`src/rtl/async_fifo_wr_ctrl_if.sv`:
```
// Write-side bus of the async FIFO: request/data in, memory write port and status out.
// The master drives requests and the synchronized read pointer; the slave is the write controller.
interface async_fifo_wr_ctrl_if #(
  parameter int DATA_WIDTH = 32,
  parameter int ADDR_WIDTH = 5
);
  // A write is taken on a posedge where write_enable=1 and wfull=0; no ready signal is needed,
  // because mem_we reports acceptance combinationally in the same cycle.
  logic                  write_enable;
  logic [DATA_WIDTH-1:0] write_data;
  logic [ADDR_WIDTH-1:0] afull_value;
  logic [ADDR_WIDTH:0]   rptr_gray_sync;
  logic                  mem_we;
  logic [ADDR_WIDTH-1:0] mem_waddr;
  logic [DATA_WIDTH-1:0] mem_wdata;
  logic [ADDR_WIDTH:0]   wptr_gray;
  logic                  wfull;
  logic                  wr_almost_full;
  logic                  overflow;
  logic [ADDR_WIDTH:0]   wr_level;
  logic [ADDR_WIDTH:0]   fifo_write_count;

  modport master (
    output write_enable, write_data, afull_value, rptr_gray_sync,
    input  mem_we, mem_waddr, mem_wdata, wptr_gray, wfull, wr_almost_full,
           overflow, wr_level, fifo_write_count
  );

  modport slave (
    input  write_enable, write_data, afull_value, rptr_gray_sync,
    output mem_we, mem_waddr, mem_wdata, wptr_gray, wfull, wr_almost_full,
           overflow, wr_level, fifo_write_count
  );
endinterface

```
`src/rtl/async_fifo_wr_ctrl.sv`:
```
// Write-domain controller of the async FIFO: accepts writes, drives the memory write port,
// publishes a Gray write pointer and derives full/almost-full/level from the synced read pointer.
module async_fifo_wr_ctrl #(
  parameter int DATA_WIDTH = 32,
  parameter int ADDR_WIDTH = 5
) (
  input  logic                wclk,
  input  logic                sw_rst,
  async_fifo_wr_ctrl_if.slave bus
);
  localparam logic [ADDR_WIDTH:0] DEPTH = {1'b1, {ADDR_WIDTH{1'b0}}};

  logic [ADDR_WIDTH:0] wptr_bin;
  logic [ADDR_WIDTH:0] wptr_bin_next;
  logic [ADDR_WIDTH:0] wptr_gray_next;
  logic [ADDR_WIDTH:0] rptr_bin;
  logic [ADDR_WIDTH:0] level_next;
  logic [ADDR_WIDTH:0] free_next;
  logic [ADDR_WIDTH:0] full_pattern;
  logic                accept;
  logic                full_next;
  logic                almost_full_next;
  logic                overflow_next;

  assign accept        = bus.write_enable & ~bus.wfull & ~sw_rst;
  assign bus.mem_we    = accept;
  assign bus.mem_waddr = wptr_bin[ADDR_WIDTH-1:0];
  assign bus.mem_wdata = bus.write_data;

  // Gray-to-binary: each binary bit is the XOR of all Gray bits at or above it.
  always_comb begin
    rptr_bin = '0;
    for (int i = 0; i <= ADDR_WIDTH; i++) begin
      rptr_bin[i] = ^(bus.rptr_gray_sync >> i);
    end
  end

  // Flags are look-ahead: they describe the state after this edge, so wfull rises with the
  // write that fills the last slot rather than one cycle later.
  always_comb begin
    wptr_bin_next    = wptr_bin + {{ADDR_WIDTH{1'b0}}, accept};
    wptr_gray_next   = (wptr_bin_next >> 1) ^ wptr_bin_next;
    level_next       = wptr_bin_next - rptr_bin;
    free_next        = DEPTH - level_next;
    full_pattern     = {~bus.rptr_gray_sync[ADDR_WIDTH:ADDR_WIDTH-1],
                        bus.rptr_gray_sync[ADDR_WIDTH-2:0]};
    full_next        = (wptr_gray_next == full_pattern);
    almost_full_next = (free_next <= {1'b0, bus.afull_value});
    overflow_next    = bus.write_enable & bus.wfull & ~sw_rst;
  end

  always_ff @(posedge wclk) begin
    if (sw_rst) begin
      wptr_bin             <= '0;
      bus.wptr_gray        <= '0;
      bus.wfull            <= 1'b0;
      bus.wr_almost_full   <= 1'b0;
      bus.overflow         <= 1'b0;
      bus.wr_level         <= '0;
      bus.fifo_write_count <= '0;
    end else begin
      wptr_bin             <= wptr_bin_next;
      bus.wptr_gray        <= wptr_gray_next;
      bus.wfull            <= full_next;
      bus.wr_almost_full   <= almost_full_next;
      bus.overflow         <= overflow_next;
      bus.wr_level         <= level_next;
      bus.fifo_write_count <= bus.fifo_write_count + {{ADDR_WIDTH{1'b0}}, accept};
    end
  end
endmodule

```
`src/flat_wrapper.sv`:
```
// flat-port wrapper written by rule: the top's interface ports become plain ports
module async_fifo_wr_ctrl_flat 
#(
  parameter int DATA_WIDTH = 32,
  parameter int ADDR_WIDTH = 5
)
  (wclk, sw_rst, bus_write_enable, bus_write_data, bus_afull_value, bus_rptr_gray_sync, bus_mem_we, bus_mem_waddr, bus_mem_wdata, bus_wptr_gray, bus_wfull, bus_wr_almost_full, bus_overflow, bus_wr_level, bus_fifo_write_count);
  async_fifo_wr_ctrl_if #(.DATA_WIDTH(DATA_WIDTH), .ADDR_WIDTH(ADDR_WIDTH)) bus_i ();
  input  logic wclk;
  input  logic sw_rst;
  input wire logic [$bits(bus_i.write_enable)-1:0] bus_write_enable;
  input wire logic [$bits(bus_i.write_data)-1:0] bus_write_data;
  input wire logic [$bits(bus_i.afull_value)-1:0] bus_afull_value;
  input wire logic [$bits(bus_i.rptr_gray_sync)-1:0] bus_rptr_gray_sync;
  output wire logic [$bits(bus_i.mem_we)-1:0] bus_mem_we;
  output wire logic [$bits(bus_i.mem_waddr)-1:0] bus_mem_waddr;
  output wire logic [$bits(bus_i.mem_wdata)-1:0] bus_mem_wdata;
  output wire logic [$bits(bus_i.wptr_gray)-1:0] bus_wptr_gray;
  output wire logic [$bits(bus_i.wfull)-1:0] bus_wfull;
  output wire logic [$bits(bus_i.wr_almost_full)-1:0] bus_wr_almost_full;
  output wire logic [$bits(bus_i.overflow)-1:0] bus_overflow;
  output wire logic [$bits(bus_i.wr_level)-1:0] bus_wr_level;
  output wire logic [$bits(bus_i.fifo_write_count)-1:0] bus_fifo_write_count;
  assign bus_i.write_enable = bus_write_enable;
  assign bus_i.write_data = bus_write_data;
  assign bus_i.afull_value = bus_afull_value;
  assign bus_i.rptr_gray_sync = bus_rptr_gray_sync;
  assign bus_mem_we = bus_i.mem_we;
  assign bus_mem_waddr = bus_i.mem_waddr;
  assign bus_mem_wdata = bus_i.mem_wdata;
  assign bus_wptr_gray = bus_i.wptr_gray;
  assign bus_wfull = bus_i.wfull;
  assign bus_wr_almost_full = bus_i.wr_almost_full;
  assign bus_overflow = bus_i.overflow;
  assign bus_wr_level = bus_i.wr_level;
  assign bus_fifo_write_count = bus_i.fifo_write_count;
  async_fifo_wr_ctrl #(.DATA_WIDTH(DATA_WIDTH), .ADDR_WIDTH(ADDR_WIDTH)) u_core (.wclk(wclk), .sw_rst(sw_rst), .bus(bus_i));
endmodule
```
`config.mk`:
```
export PLATFORM = sky130hd
export DESIGN_NAME = async_fifo_wr_ctrl_flat
export DESIGN_NICKNAME = d
export VERILOG_FILES = /design/src/rtl/async_fifo_wr_ctrl_if.sv /design/src/rtl/async_fifo_wr_ctrl.sv /design/src/flat_wrapper.sv
export SDC_FILE = /design/constraint.sdc
export NUM_CORES = 1
export LEC_CHECK = 0
export CORE_MARGIN = 2
export CORE_UTILIZATION = 41
export DETAILED_ROUTE_END_ITERATION = 12
export PLACE_DENSITY = 0.85
export SYNTH_ARGS = -nofsm -noshare
export SYNTH_HDL_FRONTEND = slang
export SYNTH_SLANG_ARGS = --single-unit
```
`constraint.sdc`:
```
create_clock -name wclk -period 9.7 [get_ports wclk]
set_input_delay 1.94 -clock wclk [delete_from_list [all_inputs] [get_ports wclk]]
set_output_delay 1.94 -clock wclk [all_outputs]
set_load 0.03 [all_outputs]
```
-- Word level (Yosys, flattened, before mapping)
Cells that the tools add are included.
- bits in registers: 27
- latch bits: 0
- memory bits (writable): 0
- ROM bits: 0
- input bits: 46
- output and inout bits: 59
- word-level logic and storage cells: 27
- memories kept: 0
- add/subtract/negate cells: 4
- multipliers: 0
- div/mod/pow operators: 0
- magnitude comparators: 1
- equal/unequal tests: 1
- shift operators: 0
- multiplexer cells: 0
- bitwise gates (word level): 8
- reductions and logical operators: 6
- operators by type and width (kind ; number):
    6-bit XOR reduction ; 6
    6-bit by 1-bit adder with 6-bit output ; 2
    6-bit == test ; 1
    6-bit by 5-bit less-or-equal comparator with 1-bit output ; 1
    6-bit subtractor ; 1
    6-bit subtractor, first input constant ; 1
    5-bit by 6-bit bitwise XOR with 6-bit output ; 1
    1-bit bitwise AND ; 4
    1-bit inverter ; 2
    2-bit inverter ; 1

-- Logic depth before layout (Yosys ltp)
- word-level depth: 7
- gate-level depth with buffers: 19
- gate-level depth less buffers: 18

-- Least setup slack after synthesis
Ideal clock, no wire load.
- path type: input-to-reg
- from: in sw_rst
- to: reg u_core.bus.wr_almost_full
- setup time: 0.072 ns
- data arrival time: 5.933 ns
- data required time: 9.628 ns
- slack: 3.695 ns
- cell stages on the path: 18
- buffers on the path: 1
- cells stage by stage: buf_6 or3b_4 inv_1 and2_1 ha_1 inv_1 xnor2_1 ha_1 a2111oi_0 nor4_1 or2_1 xnor2_1 ha_1 and3_1 a221o_1 a21oi_1 or3b_1 mux2i_1
- longest elaborated chain between the ends: 6
- ends and longest elaborated chain (what ; line ; text):
    start: declaration ; flat_wrapper.sv:10 ; input logic sw_rst;
    1-bit inverter ; async_fifo_wr_ctrl.sv:25 ; assign accept = bus.write_enable & ~bus.wfull & ~sw_rst;
    1-bit bitwise AND ; async_fifo_wr_ctrl.sv:25 ;
    net bus_mem_we ; flat_wrapper.sv:15 ; output wire logic [$bits(bus_i.mem_we)-1:0] bus_mem_we;
    6-bit by 1-bit adder with 6-bit output ; async_fifo_wr_ctrl.sv:41 ; wptr_bin_next = wptr_bin + {{ADDR_WIDTH{1'b0}}, accept};
    net u_core.wptr_bin_next[1] ; async_fifo_wr_ctrl.sv:14 ; logic [ADDR_WIDTH:0] wptr_bin_next;
    6-bit subtractor ; async_fifo_wr_ctrl.sv:43 ; level_next = wptr_bin_next - rptr_bin;
    6-bit subtractor ; async_fifo_wr_ctrl.sv:44 ; free_next = DEPTH - level_next;
    6-bit by 5-bit less-or-equal comparator with 1-bit output ; async_fifo_wr_ctrl.sv:48 ; almost_full_next = (free_next <= {1'b0, bus.afull_value});
    end signal: assignment ; async_fifo_wr_ctrl.sv:65 ; bus.wr_almost_full <= almost_full_next;
    end: declaration ; async_fifo_wr_ctrl_if.sv:31 ; output mem_we, mem_waddr, mem_wdata, wptr_gray, wfull, wr_almost_full,
The timed path passes the listed nets, and every way through them passes these cells.
A chain may end at the register's enable or synchronous reset.

-- Worst setup path after layout
- from: in sw_rst
- to: reg u_core.bus.wr_almost_full
- longest elaborated chain between the ends: 6
- ends and longest elaborated chain (what ; line):
    1-bit inverter ; async_fifo_wr_ctrl.sv:25
    1-bit bitwise AND ; async_fifo_wr_ctrl.sv:25
    6-bit by 1-bit adder with 6-bit output ; async_fifo_wr_ctrl.sv:41
    net u_core.wptr_bin_next[2] ; async_fifo_wr_ctrl.sv:14
    6-bit subtractor ; async_fifo_wr_ctrl.sv:43
    6-bit subtractor ; async_fifo_wr_ctrl.sv:44
    6-bit by 5-bit less-or-equal comparator with 1-bit output ; async_fifo_wr_ctrl.sv:48
The timed path passes the listed nets, and every way through them passes these cells.

==> impl_metrics.json <==
{
  "worst_slack_ps": 3160,
  "vias_per_cell": 4.98,
  "dr_wl_met2_um": 1550,
  "crit_path_cell_trace": "clkdlybuf4s50_1 > buf_4 > or3b_4 > inv_1 > and2_1 > ha_1 > xor2_1 > ha_1 > a31oi_1 > nand3_1 > xnor2_1 > nand3_1 > xnor2_1 > ha_1 > and3_1 > a221o_1 > a21oi_1 > or3b_1 > mux2i_1",
  "placedCellCount": 259,
  "reg2regPathDepth": 17,
  "drtPass1Iterations": 4,
  "p_int_mw": 0.225,
  "yosys.cell_types.count": 41,
  "timing.critical_path.buf_inv": 3,
  "worst_pin_slew_ps": 512,
  "p_comb_share_pct": 45.2,
  "netSwitchingPower_mw": 0.122,
  "synth_nets": 259,
  "grt_use_total_pct": 13.5,
  "cts_tree": "built",
  "clock-root-buffer": "sky130_fd_sc_hd__clkbuf_8",
  "gate_family_responsible_for_the_most_delay_along_the_worst_path": "simple AND/OR/NAND/NOR gates",
  "status": "finished clean",
  "yosys_warnings": 0,
  "fp.dieArea_mm2": 0.00492,
  "yosysSeqAreaShare_pct": 29.0,
  "core_area_mm2": 0.00429,
  "share_seq_of_total_power_pct": 34.6,
  "wl_met1_um": 1510,
  "routed-wl-met3_um": 250,
  "worst_r2r_startpoint": "u_core.bus.wfull",
  "grt_start_max_net_pins": 28,
  "dpl.hpwl_um": 2650,
  "synth_top_flop_cell": "sky130_fd_sc_hd__dfxtp_1",
  "numCtsBuffers": 3,
  "routed-via-count": 1310,
  "finalHoldViolations": 0,
  "switching_fraction_of_total_power_pct": 35.1,
  "fmax_mhz": 153,
  "syn_area_mm2": 0.00179,
  "setup_repair_after_global_routing_missed_its_margin": "false",
  "ys_async_sr_fraction_pct": 0,
  "crit_path_top_delay_cell": "sky130_fd_sc_hd__or3b_4",
  "netlist_instances": 201,
  "finalNonFillerCells": 263,
  "setup.worst_path.end_class": "flip-flop",
  "synthesis.area_per_instance_um2": 8.93,
  "vdd_ir_drop_max_v": 0.0000885,
  "hold_path_class": "flip-flop to flip-flop",
  "cts_setup_buffers": 0,
  "synth-edff-count": 0,
  "postRouteAntennaNets": 0,
  "layout.nets": 270,
  "period_share_pct": 67.4,
  "setup.worst_path.start": "sw_rst",
  "p_leak_nw": 0.864,
  "cts.clk_slew.worst_paths_ps": 90,
  "clk_network_pwr_share_pct": 20.1,
  "top_level_ports": 105,
  "clock_latency_ps": 270,
  "grt_antenna_before_repair": 0,
  "gp_congestion": 0.844,
  "clock_sinks": 26,
  "postCtsHoldBufs": 0,
  "timing.setup.critical_path_class": "input pin to flip-flop",
  "nFillCells": 416,
  "drv.max_cap_violation_count": 0,
  "place_ws_ps": 2940,
  "post_route_skew_ps": 7.67,
  "cpMostUsedCell": "sky130_fd_sc_hd__ha_1",
  "drc": 0,
  "multi_input_comb_area_um2": 970,
  "detail_route.iter0.violations": 67,
  "crit_path_start_kind": "input pin",
  "avgRoutedWirePerCell_um": 12.9,
  "dieHeight_um": 70.2,
  "total_stage_count_of_the_critical_path": 19,
  "setup_viol": 0,
  "reg2reg_slack_ps": 5170,
  "total_neg_setup_slack_ps": 0,
  "power_per_cell_area_mw_per_mm2": 168,
  "synth_area_leaders": "sky130_fd_sc_hd__dfxtp_1, sky130_fd_sc_hd__buf_4, sky130_fd_sc_hd__xnor2_1, sky130_fd_sc_hd__ha_1, sky130_fd_sc_hd__xor2_1",
  "die_width_um": 70.2,
  "fp-row-count": 24,
  "crit_arrival_ps": 6750,
  "grt.overflow.total": 0,
  "antenna_cells_inserted": 0,
  "count_of_state_elements_after_synthesis": 26,
  "buffer_ports.inserted": 40,
  "drive_gt1_share_pct": 5.21,
  "layout.cell_area.non_filler_mm2": 0.00206,
  "sequential_cell_area_um2": 520,
  "clock_tree.htree_level_count": 1,
  "post-layout-total-power_mw": 0.346,
  "post_dp_cell_area_mm2": 0.00201,
  "yosysTopAreaCellShare_pct": 29.0,
  "endpoint": "u_core.bus.wr_almost_full",
  "dominant_cell_by_count_in_the_synthesized_netlist": "sky130_fd_sc_hd__buf_4",
  "synthDominantAreaCellType": "sky130_fd_sc_hd__dfxtp_1",
  "path_max_fanout": 27,
  "starting_density_of_the_core_pct": 41.8,
  "worst-endpoint-required_ps": 9910,
  "topRoutingLayerUsed": "met4",
  "postCtsResizedCells": 0,
  "post_synth_most_frequent_cells": "sky130_fd_sc_hd__buf_4, sky130_fd_sc_hd__dfxtp_1, sky130_fd_sc_hd__nor2_1",
  "grt_first_pass_wirelength_um": 5420,
  "drt_wl_total_um": 3400,
  "timing_max_transition_violations_final": 0,
  "number_of_global_route_vias_before_repair": 1222,
  "clock_tree.buffer_depth": 2,
  "crit-reg2reg-capture": "u_core.bus.wr_almost_full",
  "syn_to_final_growth_pct": 15.0,
  "final_period_minus_worst_setup_slack_ps": 6540,
  "cpPeakStageDelay_ps": 460,
  "max_slew_margin_pct": 65.0
}
[cells by family after synthesis]
logic type / Yosys count / share of synthesized area (%)
and+or+nand+nor: 59 / 16.1
DFF: 26 / 29.0
buffers and inverters: 47 / 16.9
AOI/OAI and AO/OA: 23 / 11.3
xor gates and xnor gates: 33 / 17.7
adders and majority gates: 12 / 8.37
muxes: 1 / 0.558
[cells in the final DEF (no fill, tap or decap), types with 2 or more instances in the layout]
cell                              instances
sky130_fd_sc_hd__a21o_1                   3
sky130_fd_sc_hd__a21oi_1                  3
sky130_fd_sc_hd__a31oi_1                  2
sky130_fd_sc_hd__and2_1                   3
sky130_fd_sc_hd__and3_1                   3
sky130_fd_sc_hd__clkbuf_8                 4
sky130_fd_sc_hd__clkdlybuf4s50_1         40
sky130_fd_sc_hd__dfxtp_1                 26
sky130_fd_sc_hd__ha_1                    12
sky130_fd_sc_hd__inv_1                   12
sky130_fd_sc_hd__nand2_1                  7
sky130_fd_sc_hd__nand3_1                  7
sky130_fd_sc_hd__nor2_1                  23
sky130_fd_sc_hd__nor2b_1                  5
sky130_fd_sc_hd__nor3_1                   5
sky130_fd_sc_hd__o2111ai_1                2
sky130_fd_sc_hd__xnor2_1                 20
sky130_fd_sc_hd__xnor2_2                  2
sky130_fd_sc_hd__xor2_1                  10
[state kept, by name, indices dropped and copies added (netlist names)]
name and cells:
u_core.bus.fifo_write_count 6, u_core.bus.wr_level 6, u_core.wptr_bin 6, u_core.bus.wptr_gray 5
u_core.bus.overflow 1, u_core.bus.wfull 1, u_core.bus.wr_almost_full 1
[tightest hold or removal path: stages (launching register included)]
cell and delay (ps):
sky130_fd_sc_hd__dfxtp_1 340, sky130_fd_sc_hd__xor2_1 70, sky130_fd_sc_hd__nor2_1 70
[how the worst min path moves through the flow]
stage / from / endpoint / slack, ps / cells past startpoint
floorplan: u_core.bus.wfull / u_core.bus.overflow / 660 / 1
global placement: u_core.bus.fifo_write_count[5] / u_core.bus.fifo_write_count[5] / 500 / 2
detailed placement: u_core.bus.fifo_write_count[5] / u_core.bus.fifo_write_count[5] / 500 / 2
CTS: u_core.bus.fifo_write_count[5] / u_core.bus.fifo_write_count[5] / 530 / 2
global route: u_core.bus.wfull / u_core.bus.overflow / 570 / 1
finish: u_core.bus.fifo_write_count[5] / u_core.bus.fifo_write_count[5] / 520 / 2
[power groups by stage]
stage | Sequential [mW] | Combinational [mW] | Clock (mW)
finish | 0.120 | 0.157 | 0.0698
global route | 0.121 | 0.174 | 0.0763
CTS | 0.120 | 0.158 | 0.0711
detailed placement | 0.122 | 0.156 | 0
global placement | 0.122 | 0.154 | 0
floorplan | 0.141 | 0.118 | 0
[per-layer routing]
layer	global-route usage, %	vias to the layer above
met5	0	-
met3	3.03	15
met2	22.0	51
met4	7.26	0
li1	-	662
met1	16.5	582
[through the flow]
stage | hold WS (ps) | util (%)
2_1_floorplan | 659 | -
3_3_place_gp | 498 | 46.8
3_5_place_dp | 503 | 46.8
4_1_cts | 526 | 48.0
5_1_grt | 570 | 48.0
6_report | 517 | 48.0
[final cells by class]
| type | instances | area share, % |
|---|---|---|
| tap | 52 | 3.15 |
| multi-input combinational | 128 | 47.0 |
| clock buffer | 4 | 2.67 |
| sequential | 26 | 25.2 |
| inverter | 12 | 2.18 |
| timing repair buffer | 41 | 19.8 |
Power figures use the tool's default switching activity.
